File: config.mk
export PLATFORM = sky130hd
export DESIGN_NAME = uart_rx
export DESIGN_NICKNAME = d
export VERILOG_FILES = /design/src/rtl/uart_rx.sv
export SDC_FILE = /design/constraint.sdc
export NUM_CORES = 1
export LEC_CHECK = 0
export ABC_AREA = 0
export CORE_AREA = 3 3 68 85
export CTS_CLUSTER_DIAMETER = 80
export DETAILED_ROUTE_END_ITERATION = 10
export DIE_AREA = 0 0 71 88
export SLEW_MARGIN = 30
export SYNTH_ARGS = -nofsm -noshare
export SYNTH_HDL_FRONTEND = slang
export SYNTH_SLANG_ARGS = --single-unit
File: constraint.sdc
create_clock -name clk -period 4.9 [get_ports clk]
set_clock_uncertainty 0.05 [all_clocks]
set_input_delay 0.49 -clock clk [delete_from_list [all_inputs] [get_ports clk]]
set_output_delay 0.49 -clock clk [all_outputs]
set_load 0.1 [all_outputs]
File: src/rtl/uart_rx.sv
// rtl/uart_rx.sv - 8N1 UART receiver with one-byte holding register; define UART_RX_PARITY_EN for 8E1
module uart_rx #(
    parameter int CLKS_PER_BIT = 87
) (
    input  logic       clk,
    input  logic       reset_n,
    input  logic       uart_rxd,
    output logic [7:0] rx_data,
    output logic       rx_valid,
    input  logic       rx_ack,
    output logic       rx_busy,
    output logic       frame_err,
    output logic       overrun,
    output logic       parity_err
);

    localparam logic [15:0] BIT_LAST  = 16'(CLKS_PER_BIT - 1);
    localparam logic [15:0] HALF_LAST = 16'(CLKS_PER_BIT / 2 - 1);

    typedef enum logic [2:0] {
        IDLE,
        START,
        DATA,
`ifdef UART_RX_PARITY_EN
        PARITY,
`endif
        STOP
    } state_t;

    logic       rx_meta, rxs, rxs_d, fall;
    state_t     state, state_n;
    logic [15:0] cnt, cnt_n;
    logic [2:0] bit_idx, bit_idx_n;
    logic [7:0] shift, shift_n;
    logic       bad, bad_n;
    logic       deliver, ferr_set;
`ifdef UART_RX_PARITY_EN
    logic       perr_set;
`endif

    // rxs_d keeps the previous synchronized sample so a line that is already low never looks like an edge
    always_ff @(posedge clk or negedge reset_n) begin
        if (!reset_n) begin
            rx_meta <= 1'b1;
            rxs     <= 1'b1;
            rxs_d   <= 1'b1;
        end else begin
            rx_meta <= uart_rxd;
            rxs     <= rx_meta;
            rxs_d   <= rxs;
        end
    end

    assign fall = rxs_d & ~rxs;

    always_ff @(posedge clk or negedge reset_n) begin
        if (!reset_n) begin
            state   <= IDLE;
            cnt     <= '0;
            bit_idx <= '0;
            shift   <= '0;
            bad     <= 1'b0;
        end else begin
            state   <= state_n;
            cnt     <= cnt_n;
            bit_idx <= bit_idx_n;
            shift   <= shift_n;
            bad     <= bad_n;
        end
    end

    always_comb begin
        state_n   = state;
        cnt_n     = cnt + 16'd1;
        bit_idx_n = bit_idx;
        shift_n   = shift;
        bad_n     = bad;
        deliver   = 1'b0;
        ferr_set  = 1'b0;
`ifdef UART_RX_PARITY_EN
        perr_set  = 1'b0;
`endif
        case (state)
            IDLE: begin
                cnt_n = '0;
                bad_n = 1'b0;
                if (fall) state_n = START;
            end
            START: begin
                if (cnt == HALF_LAST) begin
                    cnt_n     = '0;
                    bit_idx_n = '0;
                    state_n   = rxs ? IDLE : DATA;
                end
            end
            DATA: begin
                if (cnt == BIT_LAST) begin
                    cnt_n     = '0;
                    shift_n   = {rxs, shift[7:1]};
                    bit_idx_n = bit_idx + 3'd1;
                    if (bit_idx == 3'd7) begin
`ifdef UART_RX_PARITY_EN
                        state_n = PARITY;
`else
                        state_n = STOP;
`endif
                    end
                end
            end
`ifdef UART_RX_PARITY_EN
            PARITY: begin
                if (cnt == BIT_LAST) begin
                    cnt_n   = '0;
                    state_n = STOP;
                    if (rxs != ^shift) begin
                        perr_set = 1'b1;
                        bad_n    = 1'b1;
                    end
                end
            end
`endif
            STOP: begin
                if (cnt == BIT_LAST) begin
                    state_n = IDLE;
                    if (!rxs)     ferr_set = 1'b1;
                    else if (!bad) deliver = 1'b1;
                end
            end
            default: state_n = IDLE;
        endcase
    end

    // An ack landing on the delivery edge frees the holding register for the new byte
    always_ff @(posedge clk or negedge reset_n) begin
        if (!reset_n) begin
            rx_data   <= 8'h00;
            rx_valid  <= 1'b0;
            overrun   <= 1'b0;
            frame_err <= 1'b0;
        end else begin
            frame_err <= ferr_set;
            if (deliver) begin
                if (!rx_valid || rx_ack) begin
                    rx_data  <= shift;
                    rx_valid <= 1'b1;
                    overrun  <= 1'b0;
                end else begin
                    overrun  <= 1'b1;
                end
            end else if (rx_ack && rx_valid) begin
                rx_valid <= 1'b0;
                overrun  <= 1'b0;
            end
        end
    end

`ifdef UART_RX_PARITY_EN
    always_ff @(posedge clk or negedge reset_n) begin
        if (!reset_n) parity_err <= 1'b0;
        else          parity_err <= perr_set;
    end
`else
    assign parity_err = 1'b0;
`endif

    assign rx_busy = (state != IDLE);

endmodule
==> flow_metrics.py, run 1 <==
metrics = {
    "yosys": {
        "yosys-top-cells-area": "dfrtp_1, mux2_4, dfstp_2",
        "yosys_register_bits": 43,
        "synthesis.area_um2": 2090,
        "synth_nets": 186,
        "post-synth-top-count-cell": "dfrtp_1",
        "netlist_top_cells_count": "dfrtp_1, a21oi_1, nand3_1, xnor2_1, mux2_4",
        "synth_warnings": 0,
        "avgSynthCellArea_um2": 11.7,
        "synth_top_area_share_pct": 47.9,
        "synth_seq_area_share_pct": 51.7,
        "syn_inst": 178,
        "yosysUniqueCellTypes": 45,
        "ys.flop_type": "dfrtp_1",
        "synth_top_area_cell": "dfrtp_1",
        "synth_edf_count": 0,
        "synthArstFlopShare_pct": 100,
    },
    "setup_path": {
        "cp-start-kind": "flop",
        "path_max_fanout": 10,
        "crit_chain": "or2_2 > clkdlybuf4s50_1",
        "crit_type": "flop to output pin",
        "slowest_stage": "clkdlybuf4s50_1",
        "r2r-start": "cnt[2]$_DFF_PN0_",
        "rr_worst_depth": 4,
        "r2r_slack_ns": 2.59,
        "worstPathArrival_ns": 2.16,
        "slowest_delay_ns": 1.13,
        "crit_required_ns": 4.36,
        "timing.rr.end": "shift[7]$_DFFE_PN0P_",
        "worstSetupEndpointType": "output pin",
    },
    "pwr": {
        "peakVddDrop_mv": 0.202,
        "power.leakage_nw": 1.04,
        "p_per_area_nw_per_um2": 363,
    },
    "clocking": {
        "cts_hold_buffers": 0,
        "cts_buffers": 5,
        "clock_sinks": 43,
        "max-clock-path-buffers": 2,
        "cts_tree": "yes",
        "cts_setup_buffers": 0,
        "cts-root-buf": "clkbuf_8",
        "cts_resized": 0,
        "path_clk_slew_ns": 0.08,
        "clk_latency_ns": 0.29,
        "cts_max_level": 2,
    },
    "grt": {
        "grt_start_max_net_pins": 44,
        "grt_pass1_wl_um": 6670,
        "grt_antenna_before_repair": 0,
        "track_usage_pct": 13.5,
        "grt_overflow": 0,
        "grt_pass1_vias": 1402,
    },
    "floorplan": {
        "die_h_um": 88,
        "start_util_pct": 41.1,
        "die-area_um2": 6250,
        "num_io_pins": 17,
        "num_rows": 29,
        "die_w_um": 71,
        "coreArea_um2": 5080,
    },
    "sta": {
        "slew_viol_final": 0,
        "period_share_pct": 55.0,
        "fin_setup_tns_ns": 0,
        "slew_headroom_pct": 33.9,
        "finalSetupViolCount": 0,
        "timing.fmax_mhz": 371,
        "whs_ns": 0.118,
        "min_period_ns": 2.70,
        "finalHoldViolCount": 0,
        "rsz0062_at_grt": "false",
        "worstMarginPinSlew_ns": 0.988,
    },
    "placement": {
        "place_area_um2": 2250,
        "hpwlAfterDp_um": 2740,
        "port_buffers": 15,
        "placed_cells": 243,
        "place.gp.congestion": 0.860,
    },
    "routing": {
        "wl_um": 3730,
        "wl_per_cell_um": 14.9,
        "firstDrtPassIters": 6,
        "via_per_inst": 5.45,
        "ant_nets": 0,
        "vias": 1367,
        "drtIter0Drc": 52,
        "drc": 0,
    },
    "run": {
        "max_cap_violations": 0,
    },
    "final_layout": {
        "area_delta_synth_final_pct": 11.7,
        "nFillCells": 496,
        "diodes": 0,
        "drive_above_1_share_pct": 17.5,
        "fin_cells": 251,
        "final_cell_area_um2": 2330,
        "layout.nets": 196,
    },
    "status": {
        "status": "finished, final reports clean",
    },
    "hold_path": {
        "hp-class": "input pin to async pin",
    },
}
## cells in the final DEF (no fill, tap or decap), types with 2 or more instances in the layout
| master | instances |
|---|---|
| nor2_1 | 5 |
| nor4_4 | 2 |
| mux2_2 | 4 |
| nand2_1 | 7 |
| mux2_1 | 4 |
| clkinv_2 | 3 |
| ha_1 | 4 |
| or3_1 | 3 |
| inv_1 | 5 |
| xor2_1 | 2 |
| mux2i_1 | 3 |
| clkbuf_8 | 5 |
| xnor2_1 | 9 |
| dfstp_2 | 3 |
| dfrtp_1 | 40 |
| clkdlybuf4s50_1 | 14 |
| o21ai_2 | 2 |
| mux2_4 | 8 |
| a21oi_1 | 15 |
| nand4_1 | 2 |
| nor3_1 | 7 |
| a22oi_1 | 3 |
| o21ai_0 | 6 |
| nand3_1 | 12 |
## power by group
group / total [mW] / internal, mW / leakage, nW / switching [mW]
logic: 0.178 / 0.0661 / 0.420 / 0.112
clock network: 0.210 / 0.0974 / 0.0477 / 0.113
registers: 0.460 / 0.390 / 0.573 / 0.0701
## cells by family after synthesis
| group | synth area share [%] |
|---|---|
| AO/OA/AOI/OAI | 9.22 |
| other | 0.179 |
| AND/OR/NAND/NOR | 16.3 |
| XOR/XNOR | 4.61 |
| flip-flops | 51.7 |
| multiplexers | 11.5 |
| adder cells (fa/ha/maj) | 2.40 |
| buffers and inverters | 4.13 |
## per-stage QoR
step	setup WS (ns)	utilization [%]	total power, mW
finish	2.20	46.0	0.848
detailed placement	2.51	44.3	0.647
floorplan	3.03	-	0.606
CTS	2.20	45.9	0.861
global placement	2.54	44.2	0.642
global route	2.14	46.0	0.913
## flip-flops by register name, indices dropped and copies added, names as in the netlist
signal	count
rx_meta	1
rx_valid	1
bit_idx	3
frame_err	1
rxs_d	1
cnt	16
rxs	1
state	2
overrun	1
rx_data	8
shift	8
## final cells by class
class,count,area (µm²),area share (%)
Clock buffer,5,68.8,2.95
Tap cell,62,77.6,3.32
Sequential cell,43,1080,46.2
Clock inverter,3,15.0,0.643
Multi-Input combinational cell,118,927,39.7
Timing Repair Buffer,15,148,6.32
Inverter,5,18.8,0.804
## critical path: cells and delay by family (launching register included)
family,cells,cell delay [ns]
buffers and inverters,1,1.13
flip-flops,1,0.56
AND/OR/NAND/NOR,1,0.18
## how the worst max path moves through the flow
stage          cells past startpoint                endpoint  slack (ns)            startpoint
2_1_floorplan                      3  rx_data[0]$_DFFE_PN0P_        3.03  rx_valid$_DFFE_PN0P_
3_3_place_gp                       2                 rx_busy        2.54  state[1]$_DFFE_PN0P_
5_1_grt                            2                 rx_busy        2.14  state[1]$_DFFE_PN0P_
4_1_cts                            2                 rx_busy        2.20  state[1]$_DFFE_PN0P_
6_report                           2                 rx_busy        2.20  state[1]$_DFFE_PN0P_
3_5_place_dp                       2                 rx_busy        2.51  state[1]$_DFFE_PN0P_
## per-layer routing
layer / share of wire, % / routed length, µm / vias up / GRT usage, %
met1: 42 / 1560 / 688 / 15.3
met5: 0 / 0 / - / 0
li1: - / - / 653 / -
met3: 2.8 / 106 / 4 / 3.90
met2: 54 / 2030 / 22 / 24.7
met4: 1.1 / 42 / 0 / 3.59
Power figures use the tool's default switching activity.
==> run 2, diff against run 1 <==
==> constraint.sdc (replaced) <==
create_clock -name clk -period 2.5 [get_ports clk]
set_clock_uncertainty 0.05 [all_clocks]
set_input_delay 0.25 -clock clk [delete_from_list [all_inputs] [get_ports clk]]
set_output_delay 0.25 -clock clk [all_outputs]
set_load 0.1 [all_outputs]
==> run 2 against run 1 <==
Net effect: non-clock buffer count grew 5; critical path type is now flop to flop; critical path depth rose by 3; critical endpoint is now cnt[2]$_DFF_PN0_; worst setup slack worse by 1.6 ns; die area unchanged; sequential share of layout area is 0.44 points lower; sequential cell count unchanged; first-iteration DRC count rose by 13%.
==> flow_metrics.py, run 2 (same netlist as run 1, synthesis figures left out) <==
metrics = {
    "setup_path": {
        "worstSetupEndpointType": "flop",
        "timing.rr.end": "cnt[2]$_DFF_PN0_",
        "cp-start-kind": "flop",
        "rr_worst_depth": 5,
        "crit_type": "flop to flop",
        "path_max_fanout": 9,
        "r2r-start": "cnt[7]$_DFF_PN0_",
        "worstPathArrival_ns": 2.05,
        "r2r_slack_ns": 0.57,
        "crit_required_ns": 2.63,
    },
    "routing": {
        "via_per_inst": 5.31,
        "firstDrtPassIters": 6,
        "vias": 1359,
        "ant_nets": 0,
        "drtIter0Drc": 59,
        "drc": 0,
        "wl_um": 3700,
        "wl_per_cell_um": 14.4,
    },
    "placement": {
        "hpwlAfterDp_um": 2670,
        "port_buffers": 15,
        "place.gp.congestion": 0.769,
        "placed_cells": 247,
    },
    "sta": {
        "min_period_ns": 1.93,
        "worstMarginPinSlew_ns": 0.535,
        "fin_setup_tns_ns": 0,
        "finalHoldViolCount": 0,
        "slew_headroom_pct": 64.3,
        "finalSetupViolCount": 0,
        "period_share_pct": 77.1,
        "rsz0062_at_grt": "false",
        "slew_viol_final": 0,
        "timing.fmax_mhz": 519,
    },
    "pwr": {
        "power.leakage_nw": 1.09,
        "peakVddDrop_mv": 0.309,
        "p_per_area_nw_per_um2": 744,
    },
    "grt": {
        "track_usage_pct": 13.7,
        "grt_pass1_vias": 1439,
        "grt_overflow": 0,
        "grt_antenna_before_repair": 0,
        "grt_pass1_wl_um": 6690,
        "grt_start_max_net_pins": 44,
    },
    "hold_path": {
        "hp-class": "flop to flop",
        "hold_start": "rx_meta$_DFF_PN1_",
        "min_path_cells": 0,
        "hold_end": "rxs$_DFF_PN1_",
    },
    "floorplan": {
        "coreArea_um2": 5080,
        "num_io_pins": 17,
        "start_util_pct": 41.1,
        "die_w_um": 71,
        "die_h_um": 88,
        "die-area_um2": 6250,
        "num_rows": 29,
    },
    "clocking": {
        "cts_max_level": 2,
        "cts_tree": "yes",
        "cts_setup_buffers": 0,
        "max-clock-path-buffers": 2,
        "cts_resized": 0,
        "cts-root-buf": "clkbuf_8",
        "clock_sinks": 43,
        "clk_latency_ns": 0.29,
        "path_clk_slew_ns": 0.08,
        "cts_buffers": 5,
    },
    "final_layout": {
        "area_delta_synth_final_pct": 12.8,
        "final_cell_mix": "dfrtp_1, buf_4, a21oi_1",
        "final_common_cell": "dfrtp_1",
        "fin_cells": 256,
        "top_regs": "cnt x16, rx_data x8, shift x8",
        "drive_above_1_share_pct": 24.2,
        "nFillCells": 467,
        "layout.nets": 201,
        "largest_register_ffs": 16,
        "diodes": 0,
        "top_register": "cnt",
    },
    "status": {
        "status": "finished, final reports clean",
    },
    "run": {
        "max_cap_violations": 0,
    },
}
## run 2: worst max-delay path by stage
stage,start,end,cells after the start
floorplan,rx_valid$_DFFE_PN0P_,rx_data[0]$_DFFE_PN0P_,3
global placement,cnt[7]$_DFF_PN0_,cnt[8]$_DFF_PN0_,5
detailed placement,cnt[7]$_DFF_PN0_,cnt[2]$_DFF_PN0_,5
CTS,cnt[7]$_DFF_PN0_,cnt[2]$_DFF_PN0_,5
global route,cnt[7]$_DFF_PN0_,cnt[7]$_DFF_PN0_,5
finish,cnt[7]$_DFF_PN0_,cnt[2]$_DFF_PN0_,5
## run 2: routing by layer
| metal | GRT usage, % | wire length (µm) |
|---|---|---|
| met1 | 15.7 | 1560 |
| met2 | 24.6 | 1980 |
| met3 | 3.56 | 100 |
| met4 | 4.79 | 55 |
| met5 | 0 | 0 |
## run 2: power by group
group          switching, mW  internal, mW
Sequential             0.118         0.765
Combinational          0.245         0.150
Clock                  0.224         0.252
Total                  0.587          1.17
## run 2: final cells by class
| class | instances | area, µm² | area share (%) |
|---|---|---|---|
| timing repair buffer | 20 | 158 | 6.69 |
| sequential | 43 | 1080 | 45.8 |
| multi-input combinational | 118 | 923 | 39.2 |
| clock buffer | 8 | 100 | 4.25 |
| inverter | 5 | 18.8 | 0.796 |
| tap | 62 | 77.6 | 3.29 |
## run 2: timing repair
action / 4_1_cts / 5_1_grt
endpoints found under the hold margin: 0 / 40
endpoints found under the setup margin: 0 / 0
hold buffers: 0 / 1
## run 2: critical path, cell delays in order, from the launching register on
cell	delay, ns
dfrtp_1	0.44
nor4_4	0.38
nand4b_2	0.24
o21ai_2	0.39
buf_4	0.24
a21oi_1	0.08
## run 2: per-stage QoR
step	hold WS [ns]	setup WS (ns)	total power, mW	util, %	instance area [µm²]
floorplan	-0.0956	0.626	1.19	-	2090
CTS	0.0844	0.559	1.77	46.2	2340
finish	0.308	0.572	1.75	46.4	2360
global placement	0.297	0.568	1.28	44.2	2240
detailed placement	0.297	0.566	1.29	44.2	2240
global route	0.318	0.398	1.87	46.4	2360
==> run 3, diff against run 2 <==
==> constraint.sdc (replaced) <==
create_clock -name clk -period 1.8 [get_ports clk]
set_clock_uncertainty 0.05 [all_clocks]
set_input_delay 0.18 -clock clk [delete_from_list [all_inputs] [get_ports clk]]
set_output_delay 0.18 -clock clk [all_outputs]
set_load 0.1 [all_outputs]
==> run 3 against run 2 <==
Net effect: hold slack worse by 0.066 ns; largest cell class unchanged; global-route usage is 1.2 points higher; total power is 68% higher; critical path type unchanged; routed wire length is 15% higher; sequential power is 33% higher; utilization is 7.7 points higher; non-clock buffer count is 26 higher; first-iteration DRC count is 27% lower; via count is 9.3% higher; clock power is 81% higher.
==> flow_metrics.py, run 3 (same netlist as run 1, synthesis figures left out) <==
metrics = {
    "final_layout": {
        "largest_register_ffs": 16,
        "layout.nets": 227,
        "top_regs": "cnt x16, rx_data x8, shift x8",
        "regArea_um2": 1080,
        "multi_input_area_um2": 1030,
        "top_register": "cnt",
        "drive_above_1_share_pct": 40.5,
        "area_delta_synth_final_pct": 31.4,
        "fin_cells": 282,
        "diodes": 0,
        "nFillCells": 448,
        "post-route-util_pct": 54.1,
        "final_common_cell": "dfrtp_1",
        "final_cell_mix": "dfrtp_1, buf_4, mux2_4",
        "final_cell_area_um2": 2750,
    },
    "setup_path": {
        "crit_type": "flop to flop",
        "worstPathArrival_ns": 1.92,
        "crit_required_ns": 1.93,
        "path_max_fanout": 5,
        "worstSetupEndpointType": "flop",
        "cp-start-kind": "flop",
        "r2r_slack_ns": 0.01,
    },
    "routing": {
        "wl_um": 4250,
        "drtIter0Drc": 43,
        "ant_nets": 0,
        "via_per_inst": 5.27,
        "drc": 0,
        "vias": 1486,
        "wl_per_cell_um": 15.1,
        "firstDrtPassIters": 4,
    },
    "pwr": {
        "peakVddDrop_mv": 0.603,
        "power.leakage_nw": 1.26,
        "p_per_area_nw_per_um2": 1070,
    },
    "placement": {
        "hpwlAfterDp_um": 3010,
        "place_area_um2": 2460,
        "place_ws_ns": -0.0414,
        "place.gp.congestion": 0.817,
        "placed_cells": 270,
        "port_buffers": 15,
    },
    "grt": {
        "grt_antenna_before_repair": 0,
        "grt_overflow": 0,
        "busiest_layer": "met2",
        "grt_pass1_vias": 1550,
        "grt_pass1_wl_um": 7290,
        "met1_usage_pct": 16.2,
        "met3_usage_pct": 3.67,
        "grt_start_max_net_pins": 44,
        "use_met2_pct": 28.2,
        "track_usage_pct": 14.9,
    },
    "floorplan": {
        "num_rows": 29,
        "start_util_pct": 41.1,
        "die_w_um": 71,
        "coreArea_um2": 5080,
        "die_h_um": 88,
        "num_io_pins": 17,
        "die-area_um2": 6250,
    },
    "sta": {
        "period_share_pct": 99.4,
        "slew_viol_final": 0,
        "finalSetupViolCount": 0,
        "timing.fmax_mhz": 559,
        "fin_setup_tns_ns": 0,
        "finalHoldViolCount": 0,
        "setup_ws_ns": 0.0100,
        "rsz0062_at_grt": "true",
        "min_period_ns": 1.79,
    },
    "clocking": {
        "max-clock-path-buffers": 2,
        "cts_tree": "yes",
        "clk_latency_ns": 0.29,
        "path_clk_slew_ns": 0.08,
        "cts-root-buf": "clkbuf_8",
        "clock_sinks": 43,
        "cts_buffers": 5,
        "cts_max_level": 2,
    },
    "hold_path": {
        "hp-class": "input pin to flop",
    },
    "run": {
        "max_cap_violations": 0,
    },
    "status": {
        "status": "finished, final reports clean",
    },
}
## run 3: changes by cell type in the layout (fill, tap and decap cells not counted), moves of 3 or more
cell	change
mux2_4	+8
a22oi_2	+3
buf_12	+3
a22oi_1	-3
mux2_2	-4
buf_6	+5
mux2_1	-4
buf_4	+17
## run 3: critical path, cell delays in order, from the launching register on
cell	delay, ns
dfrtp_2	0.45
nor4_4	0.33
nand4_1	0.20
nor2_2	0.19
buf_6	0.16
mux2_4	0.30
## run 3: report_power, final
| group | internal (mW) | total, mW | switching [mW] | leakage (nW) |
|---|---|---|---|---|
| clock | 0.554 | 0.865 | 0.310 | 0.0654 |
| sequential | 1.06 | 1.17 | 0.105 | 0.569 |
| combinational | 0.406 | 0.906 | 0.501 | 0.629 |
| total | 2.02 | 2.94 | 0.916 | 1.26 |
## run 3: layout make-up
type                       count  share of cell area, %
sequential                    43                   39.4
multi-input combinational    118                   37.4
timing repair buffer          46                   14.8
tap                           62                   2.82
clock buffer                   6                   2.64
clock inverter                 2                   2.19
inverter                       5                  0.683
## run 3: path summary, 6_finish.rpt
path                                   start                endpoint  depth (start not counted)
min                                 uart_rxd       rx_meta$_DFF_PN1_                          1
min in group asynchronous            reset_n  rx_data[7]$_DFFE_PN0P_                          3
max reg2reg                cnt[14]$_DFF_PN0_    shift[6]$_DFFE_PN0P_                          5
max                        cnt[14]$_DFF_PN0_    shift[6]$_DFFE_PN0P_                          5
min reg2reg                rx_meta$_DFF_PN1_           rxs$_DFF_PN1_                          0
max in group asynchronous            reset_n       rx_meta$_DFF_PN1_                          3
## run 3: layer usage
layer / share of wire (%) / up-vias
li1: - / 716
met2: 56 / 16
met3: 2.5 / 5
met4: 1.2 / 0
met5: 0 / -
met1: 40 / 749
## run 3: metrics by stage
step / total power [mW] / hold slack (ns)
after floorplan: 1.65 / -0.166
after global placement: 1.97 / 0.120
after global routing: 3.10 / 0.244
after detailed placement: 1.99 / 0.120
final: 2.94 / 0.242
after CTS: 2.88 / 0.232
## run 3: timing repair
item | CTS | global route
endpoints found under the setup margin | 13 | 34
pin swaps | 1 | 7
gates cloned | 0 | 1
hold buffers | 1 | 0
gates resized for setup | 4 | 28
buffers inserted | 0 | 2
hold endpoints to repair | 40 | 0
